===== src/rtl/rv_decode_stage_if.sv =====
// rtl/rv_decode_stage_if.sv - instruction, register-file, writeback and bundle signals of the decode stage
interface rv_decode_stage_if #(
  parameter int DATA_WIDTH = 32,
  parameter int AW         = 5
);
  logic                  in_valid;
  logic                  in_ready;
  logic [31:0]           in_instr;
  logic [31:0]           in_pc;
  logic [AW-1:0]         rs1_addr;
  logic [AW-1:0]         rs2_addr;
  logic [DATA_WIDTH-1:0] rs1_data;
  logic [DATA_WIDTH-1:0] rs2_data;
  logic [AW-1:0]         wb_addr;
  logic [DATA_WIDTH-1:0] wb_data;
  logic                  wb_wren;
  logic                  out_valid;
  logic                  out_ready;
  logic [31:0]           out_pc;
  logic [6:0]            out_opcode;
  logic [2:0]            out_funct3;
  logic [6:0]            out_funct7;
  logic [AW-1:0]         out_rd;
  logic [DATA_WIDTH-1:0] out_imm;
  logic [DATA_WIDTH-1:0] out_op1;
  logic [DATA_WIDTH-1:0] out_op2;
  logic                  out_illegal;

  modport slave (
    input  in_valid, in_instr, in_pc, rs1_data, rs2_data,
           wb_addr, wb_data, wb_wren, out_ready,
    output in_ready, rs1_addr, rs2_addr, out_valid, out_pc, out_opcode,
           out_funct3, out_funct7, out_rd, out_imm, out_op1, out_op2, out_illegal
  );

  modport master (
    output in_valid, in_instr, in_pc, rs1_data, rs2_data,
           wb_addr, wb_data, wb_wren, out_ready,
    input  in_ready, rs1_addr, rs2_addr, out_valid, out_pc, out_opcode,
           out_funct3, out_funct7, out_rd, out_imm, out_op1, out_op2, out_illegal
  );
endinterface


===== src/rtl/rv_decode_stage.sv =====
// rtl/rv_decode_stage.sv - RV32I decode stage: regfile addressing, writeback forwarding, decoded bundle
module rv_decode_stage #(
  parameter int DATA_WIDTH = 32,
  parameter int REG_NUM    = 32
) (
  input logic              clk,
  input logic              rst,
  rv_decode_stage_if.slave bus
);
  localparam int AW = $clog2(REG_NUM);

  localparam logic [6:0] OP_LOAD   = 7'h03;
  localparam logic [6:0] OP_IMM    = 7'h13;
  localparam logic [6:0] OP_JALR   = 7'h67;
  localparam logic [6:0] OP_SYSTEM = 7'h73;
  localparam logic [6:0] OP_STORE  = 7'h23;
  localparam logic [6:0] OP_BRANCH = 7'h63;
  localparam logic [6:0] OP_LUI    = 7'h37;
  localparam logic [6:0] OP_AUIPC  = 7'h17;
  localparam logic [6:0] OP_JAL    = 7'h6F;
  localparam logic [6:0] OP_REG    = 7'h33;
  localparam logic [6:0] OP_FENCE  = 7'h0F;

  logic                  valid_q;
  logic [31:0]           pc_q;
  logic [6:0]            opcode_q;
  logic [2:0]            funct3_q;
  logic [6:0]            funct7_q;
  logic [AW-1:0]         rd_q;
  logic [AW-1:0]         rs1_q;
  logic [AW-1:0]         rs2_q;
  logic [DATA_WIDTH-1:0] imm_q;
  logic                  illegal_q;
  logic                  fwd1_q;
  logic                  fwd2_q;
  logic [DATA_WIDTH-1:0] fwd1_data_q;
  logic [DATA_WIDTH-1:0] fwd2_data_q;

  logic                  ready;
  logic                  accept;
  logic [AW-1:0]         rs1_sel;
  logic [AW-1:0]         rs2_sel;
  logic [31:0]           instr;
  logic signed [31:0]    imm32;
  logic                  dec_illegal;

  assign instr  = bus.in_instr;
  assign ready  = !valid_q || bus.out_ready;
  assign accept = bus.in_valid && ready;

  // Stalled: keep addressing the held registers so rsN_data stays current.
  assign rs1_sel = accept ? instr[15 +: AW] : rs1_q;
  assign rs2_sel = accept ? instr[20 +: AW] : rs2_q;

  always_comb begin
    imm32       = '0;
    dec_illegal = 1'b0;
    case (instr[6:0])
      OP_LOAD, OP_IMM, OP_JALR, OP_SYSTEM:
        imm32 = {{20{instr[31]}}, instr[31:20]};
      OP_STORE:
        imm32 = {{20{instr[31]}}, instr[31:25], instr[11:7]};
      OP_BRANCH:
        imm32 = {{19{instr[31]}}, instr[31], instr[7], instr[30:25], instr[11:8], 1'b0};
      OP_LUI, OP_AUIPC:
        imm32 = {instr[31:12], 12'b0};
      OP_JAL:
        imm32 = {{11{instr[31]}}, instr[31], instr[19:12], instr[20], instr[30:21], 1'b0};
      OP_REG, OP_FENCE:
        imm32 = '0;
      default:
        dec_illegal = 1'b1;
    endcase
  end

  always_ff @(posedge clk) begin
    if (rst) begin
      valid_q     <= 1'b0;
      pc_q        <= '0;
      opcode_q    <= '0;
      funct3_q    <= '0;
      funct7_q    <= '0;
      rd_q        <= '0;
      rs1_q       <= '0;
      rs2_q       <= '0;
      imm_q       <= '0;
      illegal_q   <= 1'b0;
      fwd1_q      <= 1'b0;
      fwd2_q      <= 1'b0;
      fwd1_data_q <= '0;
      fwd2_data_q <= '0;
    end else begin
      if (accept) begin
        valid_q   <= 1'b1;
        pc_q      <= bus.in_pc;
        opcode_q  <= instr[6:0];
        funct3_q  <= instr[14:12];
        funct7_q  <= instr[31:25];
        rd_q      <= instr[7 +: AW];
        rs1_q     <= instr[15 +: AW];
        rs2_q     <= instr[20 +: AW];
        imm_q     <= DATA_WIDTH'(imm32);
        illegal_q <= dec_illegal;
      end else if (bus.out_ready) begin
        valid_q <= 1'b0;
      end
      // The register file returns pre-write data for a same-edge write; capture it here instead.
      fwd1_q      <= bus.wb_wren && (bus.wb_addr == rs1_sel) && (bus.wb_addr != '0);
      fwd2_q      <= bus.wb_wren && (bus.wb_addr == rs2_sel) && (bus.wb_addr != '0);
      fwd1_data_q <= bus.wb_data;
      fwd2_data_q <= bus.wb_data;
    end
  end

  assign bus.in_ready    = ready;
  assign bus.rs1_addr    = rs1_sel;
  assign bus.rs2_addr    = rs2_sel;
  assign bus.out_valid   = valid_q;
  assign bus.out_pc      = pc_q;
  assign bus.out_opcode  = opcode_q;
  assign bus.out_funct3  = funct3_q;
  assign bus.out_funct7  = funct7_q;
  assign bus.out_rd      = rd_q;
  assign bus.out_imm     = imm_q;
  assign bus.out_illegal = illegal_q;
  assign bus.out_op1     = (rs1_q == '0) ? '0 : (fwd1_q ? fwd1_data_q : bus.rs1_data);
  assign bus.out_op2     = (rs2_q == '0) ? '0 : (fwd2_q ? fwd2_data_q : bus.rs2_data);
endmodule


===== src/flat_wrapper.sv =====
// flat-port wrapper written by rule: the top's interface ports become plain ports
module rv_decode_stage_flat 
#(
  parameter int DATA_WIDTH = 32,
  parameter int REG_NUM    = 32
)
  (clk, rst, bus_in_valid, bus_in_instr, bus_in_pc, bus_rs1_data, bus_rs2_data, bus_wb_addr, bus_wb_data, bus_wb_wren, bus_out_ready, bus_in_ready, bus_rs1_addr, bus_rs2_addr, bus_out_valid, bus_out_pc, bus_out_opcode, bus_out_funct3, bus_out_funct7, bus_out_rd, bus_out_imm, bus_out_op1, bus_out_op2, bus_out_illegal);
  rv_decode_stage_if #(.DATA_WIDTH(DATA_WIDTH), .AW((5))) bus_i ();
  input logic clk;
  input logic rst;
  input wire logic [$bits(bus_i.in_valid)-1:0] bus_in_valid;
  input wire logic [$bits(bus_i.in_instr)-1:0] bus_in_instr;
  input wire logic [$bits(bus_i.in_pc)-1:0] bus_in_pc;
  input wire logic [$bits(bus_i.rs1_data)-1:0] bus_rs1_data;
  input wire logic [$bits(bus_i.rs2_data)-1:0] bus_rs2_data;
  input wire logic [$bits(bus_i.wb_addr)-1:0] bus_wb_addr;
  input wire logic [$bits(bus_i.wb_data)-1:0] bus_wb_data;
  input wire logic [$bits(bus_i.wb_wren)-1:0] bus_wb_wren;
  input wire logic [$bits(bus_i.out_ready)-1:0] bus_out_ready;
  output wire logic [$bits(bus_i.in_ready)-1:0] bus_in_ready;
  output wire logic [$bits(bus_i.rs1_addr)-1:0] bus_rs1_addr;
  output wire logic [$bits(bus_i.rs2_addr)-1:0] bus_rs2_addr;
  output wire logic [$bits(bus_i.out_valid)-1:0] bus_out_valid;
  output wire logic [$bits(bus_i.out_pc)-1:0] bus_out_pc;
  output wire logic [$bits(bus_i.out_opcode)-1:0] bus_out_opcode;
  output wire logic [$bits(bus_i.out_funct3)-1:0] bus_out_funct3;
  output wire logic [$bits(bus_i.out_funct7)-1:0] bus_out_funct7;
  output wire logic [$bits(bus_i.out_rd)-1:0] bus_out_rd;
  output wire logic [$bits(bus_i.out_imm)-1:0] bus_out_imm;
  output wire logic [$bits(bus_i.out_op1)-1:0] bus_out_op1;
  output wire logic [$bits(bus_i.out_op2)-1:0] bus_out_op2;
  output wire logic [$bits(bus_i.out_illegal)-1:0] bus_out_illegal;
  assign bus_i.in_valid = bus_in_valid;
  assign bus_i.in_instr = bus_in_instr;
  assign bus_i.in_pc = bus_in_pc;
  assign bus_i.rs1_data = bus_rs1_data;
  assign bus_i.rs2_data = bus_rs2_data;
  assign bus_i.wb_addr = bus_wb_addr;
  assign bus_i.wb_data = bus_wb_data;
  assign bus_i.wb_wren = bus_wb_wren;
  assign bus_i.out_ready = bus_out_ready;
  assign bus_in_ready = bus_i.in_ready;
  assign bus_rs1_addr = bus_i.rs1_addr;
  assign bus_rs2_addr = bus_i.rs2_addr;
  assign bus_out_valid = bus_i.out_valid;
  assign bus_out_pc = bus_i.out_pc;
  assign bus_out_opcode = bus_i.out_opcode;
  assign bus_out_funct3 = bus_i.out_funct3;
  assign bus_out_funct7 = bus_i.out_funct7;
  assign bus_out_rd = bus_i.out_rd;
  assign bus_out_imm = bus_i.out_imm;
  assign bus_out_op1 = bus_i.out_op1;
  assign bus_out_op2 = bus_i.out_op2;
  assign bus_out_illegal = bus_i.out_illegal;
  rv_decode_stage #(.DATA_WIDTH(DATA_WIDTH), .REG_NUM(REG_NUM)) u_core (.clk(clk), .rst(rst), .bus(bus_i));
endmodule

===== config.mk =====
export PLATFORM = sky130hd
export DESIGN_NAME = rv_decode_stage_flat
export DESIGN_NICKNAME = d
export VERILOG_FILES = /design/src/rtl/rv_decode_stage_if.sv /design/src/rtl/rv_decode_stage.sv /design/src/flat_wrapper.sv
export SDC_FILE = /design/constraint.sdc
export NUM_CORES = 1
export LEC_CHECK = 0
export ABC_AREA = 1
export CORE_MARGIN = 1
export CORE_UTILIZATION = 35
export CTS_CLUSTER_DIAMETER = 100
export CTS_CLUSTER_SIZE = 14
export DETAILED_ROUTE_END_ITERATION = 8
export PLACE_DENSITY = 0.72
export SKIP_LAST_GASP = 1
export SLEW_MARGIN = 0
export SYNTH_ARGS = -nofsm -noshare
export SYNTH_HDL_FRONTEND = slang
export SYNTH_SLANG_ARGS = --single-unit

===== constraint.sdc =====
create_clock -name clk -period 2.8 [get_ports clk]
set_input_delay 0.42 -clock clk [delete_from_list [all_inputs] [get_ports clk]]
set_output_delay 0.42 -clock clk [all_outputs]
set_load 0.01 [all_outputs]

* Word-level counts from Yosys, hierarchy flattened *
Index checks and enable logic that the tools add are counted.

cells by class
  reduce and logical (&&, ||, !) cells = 14
  equality and inequality tests = 13
  multiplexer cells = 10

operators by type and width
  cell                  number
  $pmux W32 S5          1
  $mux W32              4
  $eq A7 B7 Y1 const B  4
  $eq A7 B6 Y1 const B  3
  $eq A7 B5 Y1 const B  2
  $reduce_or A11 Y1     1
  $eq A5 B5 Y1          2
  $logic_not A5 Y1      2
  $mux W5               2
  $eq A7 B2 Y1 const B  1
  $eq A7 B4 Y1 const B  1
  $logic_and A1 B1 Y1   5
  $reduce_bool A5 Y1    1
  $reduce_or A4 Y1      1
  $mux W1               3
  $reduce_bool A2 Y1    1
  $reduce_or A2 Y1      1
  $logic_not A1 Y1      1
  $logic_or A1 B1 Y1    1

word-level totals
  register bits after elaboration = 132
  input bits = 170
  output and inout bits = 163
  logic and storage cells = 50

* Depth between registers and ports, before layout *
  depth in word-level cells = 7
  gate-level depth with buffers = 12
  depth with buffers taken out = 11

* Worst setup path before layout *
No wires, ideal clock.

  path type = register to output
  start = reg u_core.fwd1_q
  end = out bus_out_op1[11]
  slack = 1250 ps
  stages on the path, launching flop included = 6
  data arrival time = 1130 ps
  data required time = 2380 ps
  cells stage by stage = dfxtp_1 > clkbuf_1 > buf_2 > mux2_2 > nand2_1 > inv_1

between the ends
  cells in the longest elaborated chain, start to end = 2

ends and longest elaborated chain
  element                 line                    source
  start, declared         rv_decode_stage.sv:34   logic fwd1_q;
  start signal, assigned  rv_decode_stage.sv:108  fwd1_q <= bus.wb_wren && (bus.wb_addr == rs1_sel) && (bus.wb_addr != '0);
  $mux W32 (2 in a row)   rv_decode_stage.sv:126  assign bus.out_op1 = (rs1_q == '0) ? '0 : (fwd1_q ? fwd1_data_q : bus.rs1_data);
  end, declared           flat_wrapper.sv:30      output wire logic [$bits(bus_i.out_op1)-1:0] bus_out_op1;

Every way passes these cells.

* Worst setup path after layout *
  start = in bus_out_ready
  end = out bus_rs2_addr[2]

between the ends
  cells in the longest elaborated chain, start to end = 3

ends and longest elaborated chain
  element              line                   source
  start, declared      flat_wrapper.sv:19     input wire logic [$bits(bus_i.out_ready)-1:0] bus_out_ready;
  $logic_or A1 B1 Y1   rv_decode_stage.sv:48  assign ready = !valid_q || bus.out_ready;
  $logic_and A1 B1 Y1  rv_decode_stage.sv:49  assign accept = bus.in_valid && ready;
  $mux W5              -
  end, declared        flat_wrapper.sv:22     output wire logic [$bits(bus_i.rs2_addr)-1:0] bus_rs2_addr;

Every way passes these cells.

==> metrics.cfg <==
[synth]
yosysWarnings=0
synth.area.top_cells=dfxtp_1 41%, nand2_1 13%, mux2_2 8.7%, nor2_1 8.2%, inv_1 7.7%
synth_top_area_cell=dfxtp_1
yosysUniqueCellTypes=29
ys_seq_area_share_pct=41.1
synth_area_um2=6440
ys_ff_latch=132
syn_nets=1074
yosysTopAreaCellShare_pct=41.1
synth_cells=904
syn_area_per_cell_um2=7.12

[routing]
routed_wl_mm=21.9
drtIter0Drc=295
drt-vias-per-instance=4.58
drcViolationCount=0
vias=6687
dr.pass1.iters=4
antenna_left=0
drt-wirelength-per-cell_um=15.0

[setup_path]
start_kind=input port
path_buf_inv=3
path_common_cell=clkdlybuf4s50_1
path_class=in2out
end_kind=primary output
path_max_fanout=28
path_delay_family=buffers and inverters
crit_path_top_delay_cell=clkdlybuf4s50_1
cp.required_ns=2.38
ff2ff_setup_slack_ns=0.98
critical-path-max-stage-delay_ns=0.64
path_cells=clkdlybuf4s50_1 -> inv_1 -> nand2_2 -> nand2_4 -> o21ai_1 -> clkdlybuf4s50_1
worstPathArrival_ns=2.18

[clock_tree]
cts_root_buffer=clkbuf_16
cts_tree=yes
numCtsBuffers=17
clockBufferDepth=2
htree_levels=4
cts_hold_buf=0
post_cts_resized=0
clk_pin_slew_ns=0.06
postCtsSetupRepairBufs=0
clock_latency_ns=0.41
clock-sinks=132

[global_route]
grt_pass1_vias=5971
grt_max_degree=92
antenna_found_initial=1
grt_pass1_wl_mm=32.3
grt-ovfl-total=0
grt.total_usage_pct=22.7

[die]
die_x_um=138
ios=333
die-area_um2=18900
start_util_pct=35.8
rows=49
die_h_um=138
coreArea_um2=18000

[layout]
fill_cells=1694
drive_above_1_share_pct=10.7
postLayoutCoreUtil_pct=58.3
multi_input_area_um2=2990
syn2layout_area_growth_pct=62.7
seqCellArea_um2=2640
nets=1386

[sta]
finalHoldViolations=0
fin_crit_sh_pct=92.9
setup_viol=0
slew_headroom_pct=37.2
tightest_slew_ns=0.942
rsz0062_at_grt=false
max_freq_mhz=384
drv_slew=0
period_minus_slack_ns=2.60
setup_tns_ns=0
skew_ns=0.00564

[pwr]
p_per_area_nw_per_um2=522
leakage_uw=0.00478
p_total_uw=5460
ir_drop_uv=384

[placement]
port_buffers=332
gp_congestion=0.882
dp.final_hpwl_mm=16.3

[job]
cap_violations=0

[hold_path]
hold_class=reg2reg

[status]
outcome=finished, final reports clean

-- flip-flops by register name, indices dropped and copies added (netlist names) --
name                    flops
u_core.bus.out_imm         32
u_core.bus.out_pc          32
u_core.fwd2_data_q         32
u_core.bus.out_funct7       7
u_core.bus.out_opcode       7
u_core.bus.out_rd           5
u_core.rs1_q                5
u_core.rs2_q                5
u_core.bus.out_funct3       3
u_core.bus.out_illegal      1
u_core.bus.out_valid        1
u_core.fwd1_q               1
u_core.fwd2_q               1
-- power by group --
part,switching [uW],internal [uW]
logic,553,675
clock network,944,1260
registers,49.8,1980
total,1550,3920
-- final timing paths --
path	start	endpoint	cells past startpoint
max	bus_out_ready	bus_rs2_addr[2]	6
min	u_core.bus.out_imm[15]	u_core.bus.out_imm[15]	2
max reg2reg	u_core.bus.out_valid	u_core.bus.out_imm[31]	6
min reg2reg	u_core.bus.out_imm[15]	u_core.bus.out_imm[15]	2
-- cell usage after synthesis --
cell type / instances
o21ai_2: 7
nor2_1: 140
buf_6: 6
buf_1: 3
o21bai_2: 1
o21ai_0: 50
buf_2: 14
dfxtp_1: 132
nand2_1: 221
clkbuf_2: 2
buf_4: 8
nor2_2: 2
o211ai_1: 1
nand3_2: 2
a21oi_1: 41
clkbuf_1: 19
inv_2: 4
nand2_4: 3
inv_1: 132
a21oi_2: 7
mux2_1: 14
nand2_2: 7
nand3_1: 26
o21ai_1: 5
nor2_4: 2
nand4_1: 3
mux2_2: 50
xor2_1: 1
nor3_1: 1
-- cells by family (layout without fill, tap and decap cells) --
logic type / after synthesis / after routing / synth area share [%]
xor gates and xnor gates: 1 / 1 / 0.136
muxes: 64 / 64 / 11.2
other: 0 / 2 / 0
buffers and inverters: 188 / 513 / 12.4
DFF: 132 / 132 / 41.1
AOI/OAI and AO/OA: 112 / 112 / 9.66
and+or+nand+nor: 407 / 407 / 25.5
-- routing by layer --
metal / global-route usage, % / vias up / part of all wire (%)
li1: - / 3404 / -
met1: 25.1 / 3009 / 39
met2: 39.6 / 242 / 50
met3: 7.03 / 32 / 9.0
met4: 9.89 / 0 / 2.6
met5: 0 / - / 0
-- placed cells by master (no fill, tap or decap), types with 5 or more instances in the layout --
master / count
a21oi_1: 41
a21oi_2: 7
buf_4: 12
clkbuf_16: 17
clkdlybuf4s50_1: 331
dfxtp_1: 132
inv_1: 132
mux2_1: 14
mux2_2: 50
nand2_1: 221
nand2_2: 7
nand3_1: 26
nor2_1: 140
o21ai_0: 50
o21ai_1: 5
o21ai_2: 7
-- area by class of cell --
cell class	instances	area share (%)
Clock inverter	15	1.57
Clock buffer	17	4.06
Antenna cell	2	0.0478
Multi-Input combinational cell	584	28.6
Inverter	136	4.88
Timing Repair Buffer	345	32.9
Sequential cell	132	25.2
Tap cell	229	2.74
-- stage by stage --
stage,area (um^2),worst slack [ns],hold slack [ns],instances
after floorplan,6440,1.25,0.488,904
after global placement,9880,0.251,0.452,1426
after detailed placement,9880,0.233,0.454,1426
after CTS,10500,0.196,0.467,1458
after global routing,10500,0.103,0.481,1459
final,10500,0.198,0.463,1460
-- tightest hold or removal path: stages (launching register included) --
cell     delay, ns
dfxtp_1       0.31
nand2_1       0.06
a21oi_1       0.05
Note: power is estimated with default switching activity, not from simulation.
